==> src/rtl/hilo_muldiv.sv <==
// hilo_muldiv: iterative 32-cycle multiply/divide unit that owns the HI/LO pair.
module hilo_muldiv #(
  parameter int unsigned WIDTH = 32
) (
  input  logic             clk,
  input  logic             rst_n,
  input  logic             start,
  input  logic [1:0]       op,
  input  logic [WIDTH-1:0] rs_val,
  input  logic [WIDTH-1:0] rt_val,
  input  logic             mthi,
  input  logic             mtlo,
  output logic [WIDTH-1:0] hi_reg,
  output logic [WIDTH-1:0] lo_reg,
  output logic             busy,
  output logic             done,
  output logic             div_zero
);

  localparam int unsigned CNT_W = $clog2(WIDTH);
  localparam int unsigned PW    = 2 * WIDTH;
  localparam logic [CNT_W-1:0] LAST_ITER = CNT_W'(WIDTH - 1);

  typedef enum logic [1:0] {S_IDLE, S_RUN, S_FIX} state_e;

  state_e             state_q, state_d;
  logic [CNT_W-1:0]   cnt_q, cnt_d;
  logic               is_div_q, is_div_d;
  logic               neg_res_q, neg_res_d;
  logic               neg_rem_q, neg_rem_d;
  logic               dz_q, dz_d;
  logic [WIDTH-1:0]   rs_raw_q, rs_raw_d;
  logic [WIDTH-1:0]   mcand_q, mcand_d;
  logic [WIDTH:0]     acc_hi_q, acc_hi_d;
  logic [WIDTH-1:0]   acc_lo_q, acc_lo_d;
  logic [WIDTH-1:0]   hi_q, hi_d;
  logic [WIDTH-1:0]   lo_q, lo_d;
  logic               busy_q, busy_d;
  logic               done_q, done_d;
  logic               div_zero_q, div_zero_d;

  // Operand magnitudes and one-iteration step results for both algorithms
  logic               rs_neg, rt_neg;
  logic [WIDTH-1:0]   rs_mag, rt_mag;
  logic [WIDTH:0]     mul_add, mul_sum;
  logic [WIDTH:0]     div_sh, div_trial, div_dvs;
  logic               div_ge;
  logic [PW-1:0]      prod, prod_neg;
  logic [WIDTH-1:0]   quo_fix, rem_fix;

  // Sign extraction, shift-add and restore-divide datapath
  always_comb begin
    rs_neg    = ~op[0] & rs_val[WIDTH-1];
    rt_neg    = ~op[0] & rt_val[WIDTH-1];
    rs_mag    = rs_neg ? (~rs_val + WIDTH'(1)) : rs_val;
    rt_mag    = rt_neg ? (~rt_val + WIDTH'(1)) : rt_val;
    mul_add   = acc_lo_q[0] ? {1'b0, mcand_q} : '0;
    mul_sum   = acc_hi_q + mul_add;
    div_sh    = {acc_hi_q[WIDTH-1:0], acc_lo_q[WIDTH-1]};
    div_dvs   = {1'b0, mcand_q};
    div_trial = div_sh - div_dvs;
    div_ge    = (div_sh >= div_dvs);
    prod      = {acc_hi_q[WIDTH-1:0], acc_lo_q};
    prod_neg  = ~prod + PW'(1);
    quo_fix   = neg_res_q ? (~acc_lo_q + WIDTH'(1)) : acc_lo_q;
    rem_fix   = neg_rem_q ? (~acc_hi_q[WIDTH-1:0] + WIDTH'(1)) : acc_hi_q[WIDTH-1:0];
  end

  // Next-state and next-output logic
  always_comb begin
    state_d    = state_q;
    cnt_d      = cnt_q;
    is_div_d   = is_div_q;
    neg_res_d  = neg_res_q;
    neg_rem_d  = neg_rem_q;
    dz_d       = dz_q;
    rs_raw_d   = rs_raw_q;
    mcand_d    = mcand_q;
    acc_hi_d   = acc_hi_q;
    acc_lo_d   = acc_lo_q;
    hi_d       = hi_q;
    lo_d       = lo_q;
    busy_d     = busy_q;
    done_d     = 1'b0;
    div_zero_d = div_zero_q;

    case (state_q)
      S_IDLE: begin
        if (mthi) hi_d = rs_val;
        if (mtlo) lo_d = rs_val;
        if (start) begin
          state_d    = S_RUN;
          busy_d     = 1'b1;
          div_zero_d = 1'b0;
          cnt_d      = '0;
          is_div_d   = op[1];
          neg_res_d  = rs_neg ^ rt_neg;
          neg_rem_d  = rs_neg;
          dz_d       = op[1] & (rt_val == '0);
          rs_raw_d   = rs_val;
          acc_hi_d   = '0;
          mcand_d    = op[1] ? rt_mag : rs_mag;
          acc_lo_d   = op[1] ? rs_mag : rt_mag;
        end
      end
      S_RUN: begin
        if (is_div_q) begin
          acc_hi_d = div_ge ? div_trial : div_sh;
          acc_lo_d = {acc_lo_q[WIDTH-2:0], div_ge};
        end else begin
          acc_hi_d = {1'b0, mul_sum[WIDTH:1]};
          acc_lo_d = {mul_sum[0], acc_lo_q[WIDTH-1:1]};
        end
        cnt_d = cnt_q + CNT_W'(1);
        if (cnt_q == LAST_ITER) begin
          state_d = S_FIX;
          cnt_d   = '0;
        end
      end
      S_FIX: begin
        state_d = S_IDLE;
        busy_d  = 1'b0;
        done_d  = 1'b1;
        if (!is_div_q) begin
          {hi_d, lo_d} = neg_res_q ? prod_neg : prod;
        end else if (dz_q) begin
          hi_d       = rs_raw_q;
          lo_d       = '1;
          div_zero_d = 1'b1;
        end else begin
          hi_d = rem_fix;
          lo_d = quo_fix;
        end
      end
      default: begin
        state_d = S_IDLE;
        busy_d  = 1'b0;
      end
    endcase
  end

  // State and output registers
  always_ff @(posedge clk or negedge rst_n) begin
    if (!rst_n) begin
      state_q    <= S_IDLE;
      cnt_q      <= '0;
      is_div_q   <= 1'b0;
      neg_res_q  <= 1'b0;
      neg_rem_q  <= 1'b0;
      dz_q       <= 1'b0;
      rs_raw_q   <= '0;
      mcand_q    <= '0;
      acc_hi_q   <= '0;
      acc_lo_q   <= '0;
      hi_q       <= '0;
      lo_q       <= '0;
      busy_q     <= 1'b0;
      done_q     <= 1'b0;
      div_zero_q <= 1'b0;
    end else begin
      state_q    <= state_d;
      cnt_q      <= cnt_d;
      is_div_q   <= is_div_d;
      neg_res_q  <= neg_res_d;
      neg_rem_q  <= neg_rem_d;
      dz_q       <= dz_d;
      rs_raw_q   <= rs_raw_d;
      mcand_q    <= mcand_d;
      acc_hi_q   <= acc_hi_d;
      acc_lo_q   <= acc_lo_d;
      hi_q       <= hi_d;
      lo_q       <= lo_d;
      busy_q     <= busy_d;
      done_q     <= done_d;
      div_zero_q <= div_zero_d;
    end
  end

  assign hi_reg   = hi_q;
  assign lo_reg   = lo_q;
  assign busy     = busy_q;
  assign done     = done_q;
  assign div_zero = div_zero_q;

endmodule

==> config.mk <==
export PLATFORM = sky130hd
export DESIGN_NAME = hilo_muldiv
export DESIGN_NICKNAME = d
export VERILOG_FILES = /design/src/rtl/hilo_muldiv.sv
export SDC_FILE = /design/constraint.sdc
export NUM_CORES = 1
export LEC_CHECK = 0
export BUFFER_PORTS_ARGS = -buffer_cell sky130_fd_sc_hd__buf_2
export CAP_MARGIN = 25
export CORE_MARGIN = 2
export CORE_UTILIZATION = 45
export CTS_CLUSTER_SIZE = 10
export DETAILED_ROUTE_END_ITERATION = 6
export GPL_TIMING_DRIVEN = 0
export SLEW_MARGIN = 20
export SYNTH_ARGS = -nofsm -noshare
export SYNTH_HDL_FRONTEND = slang
export SYNTH_SLANG_ARGS = --single-unit
export TNS_END_PERCENT = 30
==> constraint.sdc <==
create_clock -name clk -period 3.45 [get_ports clk]
set_input_delay 0.8625 -clock clk [delete_from_list [all_inputs] [get_ports clk]]
set_output_delay 0.8625 -clock clk [all_outputs]
set_load 0.005 [all_outputs]
Word-level counts from Yosys, hierarchy flattened

Cells that the tools add are included.
W data, S select, Z words.

Bits in writable memories: 0
Latch bits: 0
Memory bits (read-only): 0
Input port bits: 71
Memories kept: 0
Register bits: 207
Word-level logic and storage cells: 91

Multiplexer cells: 36
Reductions and logical operators: 11
Order comparisons: 1
Bitwise logic cells: 11
Shift-type cells: 0
Add/subtract/negate cells: 8
Multipliers: 0
Equality and inequality tests: 9
Divide/modulo/power cells: 0

Operator list:

| operator                | number |
|---|---|
| $mux W32                | 15 |
| $pmux W32 S2            | 3 |
| $add A32 B1 Y32 const B | 4 |
| $not A32 Y32            | 4 |
| $mux W33                | 3 |
| $pmux W33 S2            | 1 |
| $add A64 B1 Y64 const B | 1 |
| $mux W64                | 1 |
| $not A64 Y64            | 1 |
| $add A33 B32 Y33        | 1 |
| $ge A33 B32 Y1          | 1 |
| $sub A33 B32 Y33        | 1 |
| $logic_not A32 Y1       | 1 |
| $ne A2 B2 Y1 const B    | 6 |
| $reduce_and A2 Y1       | 6 |
| $mux W5                 | 2 |
| $pmux W5 S2             | 1 |
| $add A5 B1 Y5 const B   | 1 |
| $eq A5 B5 Y1 const B    | 1 |
| $mux W1                 | 5 |
| $mux W2                 | 2 |
| $pmux W1 S2             | 2 |
| $pmux W2 S2             | 1 |
| $reduce_and A4 Y1       | 1 |
| 7 further kinds         | 11 |

Logic depth before layout (Yosys ltp)

Gate-level depths: netlist of run 1.

Depth in word-level cells: 6
Mapped depth: 14

Least setup slack after synthesis of run 1

No wires, ideal clock.

Path type: input -> register
From: input rs_val[4]
To: register acc_lo_q[25]
Library setup time: 0.065 ns
Data arrival time: 3.267 ns
Setup slack: 0.118 ns
Buffers on the path: 1
Stages on the path: 9
Path through: buf_4 -> or4_4 -> or4_4 -> or4_4 -> o31ai_4 -> xnor2_1 -> nor2_1 -> a211oi_1 -> o22a_1

Longest elaborated chain between the ends: 6

RTL lines:

| what                 | line | text |
|---|---|---|
| start, declared      | 9    | `input logic [WIDTH-1:0] rs_val,` |
| $not A32 Y32         | 55   | `rs_mag = rs_neg ? (~rs_val + WIDTH'(1)) : rs_val;` |
| $add A32 B1 Y32      | 55   |  |
| $mux W32             | 55   |  |
| $mux W32             | 103  | `acc_lo_d = op[1] ? rs_mag : rt_mag;` |
| $mux W32             | 91   | `if (start) begin` |
| $pmux W32 S2         | 87   | `case (state_q)` |
| end signal, assigned | 170  | `acc_lo_q <= acc_lo_d;` |
| end, declared        | 35   | `logic [WIDTH-1:0] acc_lo_q, acc_lo_d;` |

No other way between the ends. The select of a mux whose other input is x is not followed.
A chain may end at the register's enable or synchronous reset.

Final worst setup path of run 1

From: input rs_val[5]
To: register acc_lo_q[25]

The elaborated chain is that of the path after synthesis.

==> flow_metrics.tcl, run 1 <==
set metrics [dict create \
    dr_total_vias 18313 \
    grt_overflow 0 \
    fillerInstances 3748 \
    yosys_warnings 0 \
    cp_top_family "simple AND/OR/NAND/NOR gates" \
    cts_root_buf "clkbuf_16" \
    cp_num_buf_inv 1 \
    grt_pass1_vias 17710 \
    vias_per_cell 6.27 \
    maxCapViolations 0 \
    path_common_cell "or4_4" \
    yosys.area.top_type "dfrtp_1" \
    route.top_layer_used "met5" \
    total_power_mw 21.0 \
    clock_latency_ns 0.57 \
    irDropWorstVdd_uv 559 \
    synth_area_leaders "dfrtp_1, nand2_1, o21ai_0" \
    fin_area_mm2 0.0196 \
    route.met3.wl_um 7470 \
    crit_fanout 8 \
    multi_input_area_mm2 0.0113 \
    grt_util_all_layers 0.373 \
    crit_start "rs_val[5]" \
    worstSetupStartpointType "primary input" \
    drt_pass1_iterations 6 \
    final_util 0.522 \
    chipWidth_um 199 \
    rrSetupSlack_ns 0.04 \
    hold_path.class "primary input to asynchronous set/reset pin" \
    critPathKind "primary input to flop" \
    async_reset_ff_frac 1.00 \
    crit_end "acc_lo_q[25]" \
    dp_slack_ns -1.02 \
    path_clk_slew_ns 0.06 \
    core-area_mm2 0.0376 \
    area_growth_syn_to_layout_pct 14.4 \
    final_cell_mix "nand2_1, o21ai_0, dfrtp_1, nor2_1, a21oi_1" \
    reg2regPathDepth 14 \
    synth_cells 2228 \
    grt_first_pass_wirelength_um 110000 \
    ys_ff_latch 207 \
    placed_area_mm2 0.0185 \
    slowest_delay_ns 0.56 \
    layout.cells.most_common "nand2_1" \
    htreeDepth 1 \
    cp.depth 9 \
    synth-edff-count 0 \
    tightest_slew_ns 1.05 \
    synth_nets 2371 \
    place_inst 2870 \
    regArea_mm2 0.00519 \
    cp.required_ns 3.95 \
    ant_nets 0 \
    synth.avg_cell_area_um2 7.70 \
    rsz0062_at_grt "true" \
    hold_viol 0 \
    fp-row-count 71 \
    post_drt_wl_per_cell_um 25.5 \
    slowest_stage "or4_4" \
    synth_seq_area_share 0.302 \
    r2r-end "hi_reg[2]" \
    die_h_um 199 \
    power_density_mw_per_mm2 1070 \
    wirelength_um 74500 \
    cts_tree "done" \
    end_kind "flop" \
    syn_area_mm2 0.0172 \
    hold_buffers 0 \
    max_freq_mhz 289 \
    drv_slew 0 \
    slew_headroom 0.299 \
    clock_skew_ns 0.0257 \
    antenna_found_initial 3 \
    gp_congestion 1.03 \
    crit_arrival_ns 3.96 \
    dieArea_mm2 0.0397 \
    cts_made_buffers 27 \
    nets 2541 \
    drt_iter0_markers 1947 \
    grt_max_degree 91 \
    portBuffers 128 \
    drt_drc_violations_left 0 \
    largest_register_ffs 33 \
    setup_viol 1 \
    fin_crit_ns 3.46 \
    p_leak_nw 8.33 \
    pin_count 138 \
    wl_met2_um 32400 \
    synth_cell_type_count 80 \
    violations "setup timing" \
    drive_gt1_frac 0.113 \
    clockBufferDepth 3 \
    clock_sinks 207 \
    min_period_over_period 1.00 \
    wl_met1_um 30500 \
    worstPathCellList "clkbuf_1 -> or4_4 -> or4_4 -> or4_4 -> o31ai_4 -> xnor2_1 -> nor2_1 -> a211oi_1 -> o22a_1" \
    finalWorstSetupSlack_ns -0.0114 \
    hpwl_um 58400 \
    start_util 0.457 \
    status "finished, violations left" \
    synth_top_area_share 0.302 \
    synth_top_flop_cell "dfrtp_1" \
    rr_startpoint "acc_lo_q[0]" \
    stdcell_count 2923 \
    largest-register "acc_hi_q" \
]
final cells by class:
type	instances	share of cell area
Antenna cell	1	0.000127
Buffer	166	0.0334
Clock buffer	36	0.0382
Clock inverter	6	0.00166
Inverter	72	0.0139
Multi-Input combinational cell	1779	0.574
Sequential cell	207	0.264
Tap cell	511	0.0326
Timing Repair Buffer	145	0.0417
through the flow:
step	hold slack [ns]	TNS, ns
global route	0.269	-0.0874
global placement	0.459	-496.03
detailed placement	0.462	-37.74
floorplan	0.437	0
finish	0.211	-0.0114
CTS	0.253	-0.191
how the worst min path moves through the flow:
stage	start	to	slack (ns)	cells after the start
floorplan	rs_raw_q[21]	rs_raw_q[21]	0.44	2
global placement	rs_raw_q[18]	rs_raw_q[18]	0.46	2
detailed placement	rs_raw_q[14]	rs_raw_q[14]	0.46	2
CTS	rst_n	acc_hi_q[23]	0.25	1
global route	rst_n	acc_hi_q[24]	0.27	1
finish	rst_n	acc_hi_q[24]	0.21	1
cells by family (layout without fill, tap and decap cells):
logic type	count (synthesis)	count (layout)	synth area share
muxes	71	71	0.0418
and+or+nand+nor	757	757	0.206
DFF	207	207	0.302
xor gates and xnor gates	180	180	0.0923
buffers and inverters	242	425	0.0535
other	0	1	0
AOI/OAI and AO/OA	699	699	0.251
adders and majority gates	72	72	0.0534
metal layers:
metal | vias to the layer above | global-route usage
li1 | 8308 | -
met1 | 8862 | 0.495
met2 | 917 | 0.568
met3 | 224 | 0.0866
met4 | 2 | 0.185
met5 | - | 0
power by group:
group | switching (mW) | internal, mW
clock network | 1.14 | 1.49
logic | 8.44 | 5.13
registers | 1.16 | 3.62
total | 10.7 | 10.2
Yosys cell counts, types with 14 or more instances:
cell type	instances
dfrtp_1	207
nor3_1	36
nand2b_1	22
o41ai_1	14
clkbuf_1	155
or3_1	33
a22oi_1	23
a21o_1	25
o31ai_1	24
o211ai_1	31
nor4_1	20
nand2_1	333
nor2b_1	15
mux2i_1	66
xor2_1	76
inv_1	71
xnor2_1	103
o22ai_1	38
nand4_1	17
a211oi_1	21
a21oi_1	166
nand3_1	43
nor2_1	165
o21ai_0	244
ha_1	70
what timing repair did:
item | 4_1_cts | 5_1_grt
setup endpoints to repair | 52 | 51
pin swaps | 4 | 6
setup buffers | 4 | 10
gates resized for setup | 34 | 40
No activity file was read; power rests on OpenSTA's default activity.
==> inputs of run 2 (changes only) <==
Settings changed: REMOVE_ABC_BUFFERS from default to 1, SKIP_CTS_REPAIR_TIMING from default to 1.
Clock period 3.45 ns to 3.89 ns, I/O delays scaled along.
==> run 2 against run 1 <==
Against the previous run:
- critical endpoint is now hi_reg[29]
- critical path type is now flop to flop
- the run now ends clean
- clock-buffer cell count stayed put
- die area unchanged
- worst setup slack better by 0.041 ns
- first-iteration DRC count is 24% lower
- via count shrank 6.9%
==> flow_metrics.tcl, run 2 (same netlist as run 1, synthesis figures left out) <==
set metrics [dict create \
    drv_slew 0 \
    grt_max_degree 89 \
    nets 2389 \
    cp_top_family "simple AND/OR/NAND/NOR gates" \
    worstSetupStartpointType "flop" \
    drt_pass1_iterations 7 \
    cp.required_ns 4.38 \
    slowest_stage "nor4_2" \
    setup_viol 0 \
    tightest_slew_ns 0.923 \
    area_growth_syn_to_layout_pct 12.0 \
    clock_latency_ns 0.55 \
    r2r-end "hi_reg[29]" \
    p_leak_nw 8.24 \
    crit_arrival_ns 4.35 \
    core-area_mm2 0.0376 \
    fp-row-count 71 \
    maxCapViolations 0 \
    final_cell_mix "nand2_1, o21ai_0, dfrtp_1, a21oi_1, nor2_1" \
    drt_iter0_markers 1472 \
    start_util 0.457 \
    finalWorstSetupSlack_ns 0.0300 \
    cts_made_buffers 26 \
    layout.cells.most_common "nand2_1" \
    rr_startpoint "acc_lo_q[0]" \
    post_drt_wl_per_cell_um 21.8 \
    clock_sinks 207 \
    grt_pass1_vias 15801 \
    die_h_um 199 \
    pin_count 138 \
    dr_total_vias 17050 \
    status "completed" \
    grt_first_pass_wirelength_um 92400 \
    dp_slack_ns -0.185 \
    antenna_found_initial 0 \
    vias_per_cell 6.16 \
    dieArea_mm2 0.0397 \
    critPathKind "flop to flop" \
    drt_drc_violations_left 0 \
    power_density_mw_per_mm2 920 \
    rsz0062_at_grt "true" \
    crit_fanout 6 \
    min_period_over_period 0.992 \
    irDropWorstVdd_uv 476 \
    fin_crit_ns 3.86 \
    rrSetupSlack_ns 0.03 \
    hold_path.class "primary input to asynchronous set/reset pin" \
    place_inst 2723 \
    grt_util_all_layers 0.301 \
    end_kind "flop" \
    stdcell_count 2769 \
    hpwl_um 44700 \
    slowest_delay_ns 0.64 \
    worstPathCellList "or3_1 -> nor4_2 -> nand4_1 -> or3_1 -> nor2_1 -> nor2_1 -> a221oi_1 -> a221o_1" \
    grt_overflow 0 \
    wirelength_um 60500 \
    drive_gt1_frac 0.114 \
    clock_skew_ns 0.0210 \
    largest-register "acc_hi_q" \
    cp_num_buf_inv 0 \
    gp_congestion 0.916 \
    hold_viol 0 \
    slew_headroom 0.381 \
    reg2regPathDepth 8 \
    portBuffers 137 \
    htreeDepth 1 \
    path_clk_slew_ns 0.06 \
    cts_root_buf "clkbuf_16" \
    max_freq_mhz 259 \
    largest_register_ffs 33 \
    ant_nets 0 \
    cts_tree "done" \
    clockBufferDepth 3 \
    chipWidth_um 199 \
    cp.depth 8 \
]
## run 2: changes by cell type in the layout (fill, tap and decap cells not counted), moves of 4 or more
cell / previous run / this run
o21ai_0: 237 / 243
buf_16: 2 / 10
buf_12: 0 / 5
buf_1: 9 / 0
buf_4: 18 / 6
clkbuf_1: 149 / 3
nor2_1: 164 / 160
## run 2: per-stage QoR
| step | setup TNS, ns | utilization | hold slack, ns | instance area [µm²] | total power, mW |
|---|---|---|---|---|---|
| after floorplan | -5.44 | - | 0.437 | 16500 | 11.6 |
| after global placement | -760.25 | 0.475 | 0.452 | 17800 | 14.5 |
| after detailed placement | -0.519 | 0.488 | 0.455 | 18300 | 15.0 |
| after CTS | -0.158 | 0.509 | 0.295 | 19100 | 17.4 |
| after global routing | -0.269 | 0.511 | 0.316 | 19200 | 19.1 |
| final | 0 | 0.511 | 0.298 | 19200 | 17.7 |
## run 2: per-layer routing
metal  vias to the layer above  GRT usage  share of wire
met5                         -          0              0
met4                         0      0.121          0.040
met3                       120     0.0412          0.070
met2                       709      0.461           0.45
met1                      8211      0.427           0.44
li1                       8010          -              -
## run 2: worst register-to-register path: stages, from the launching register on
cell and delay [ns]:
dfrtp_1 0.47, or3_1 0.53, nor4_2 0.64, nand4_1 0.47, or3_1 0.61, nor2_1 0.21
nor2_1 0.15, a221oi_1 0.50, a221o_1 0.22
## run 2: worst max-delay path by stage
| stage | from | to |
|---|---|---|
| floorplan | acc_hi_q[6] | acc_hi_q[20] |
| global placement | start | mcand_q[8] |
| detailed placement | rs_val[1] | mcand_q[26] |
| CTS | acc_lo_q[0] | acc_hi_q[26] |
| global route | acc_lo_q[0] | acc_hi_q[26] |
| finish | acc_lo_q[0] | hi_reg[29] |
## run 2: cell type report
| class | instances | area [µm²] |
|---|---|---|
| sequential | 207 | 5190 |
| multi-input combinational | 1779 | 11200 |
| clock buffer | 36 | 769 |
| tap | 511 | 639 |
| timing repair buffer | 160 | 1150 |
| antenna | 1 | 2.50 |
| clock inverter | 3 | 15.0 |
| fill | 3700 | 18400 |
| inverter | 72 | 270 |
## run 2: where the power goes
group	switching [mW]	internal, mW
combinational	6.08	4.52
sequential	1.53	3.21
clock	0.986	1.35
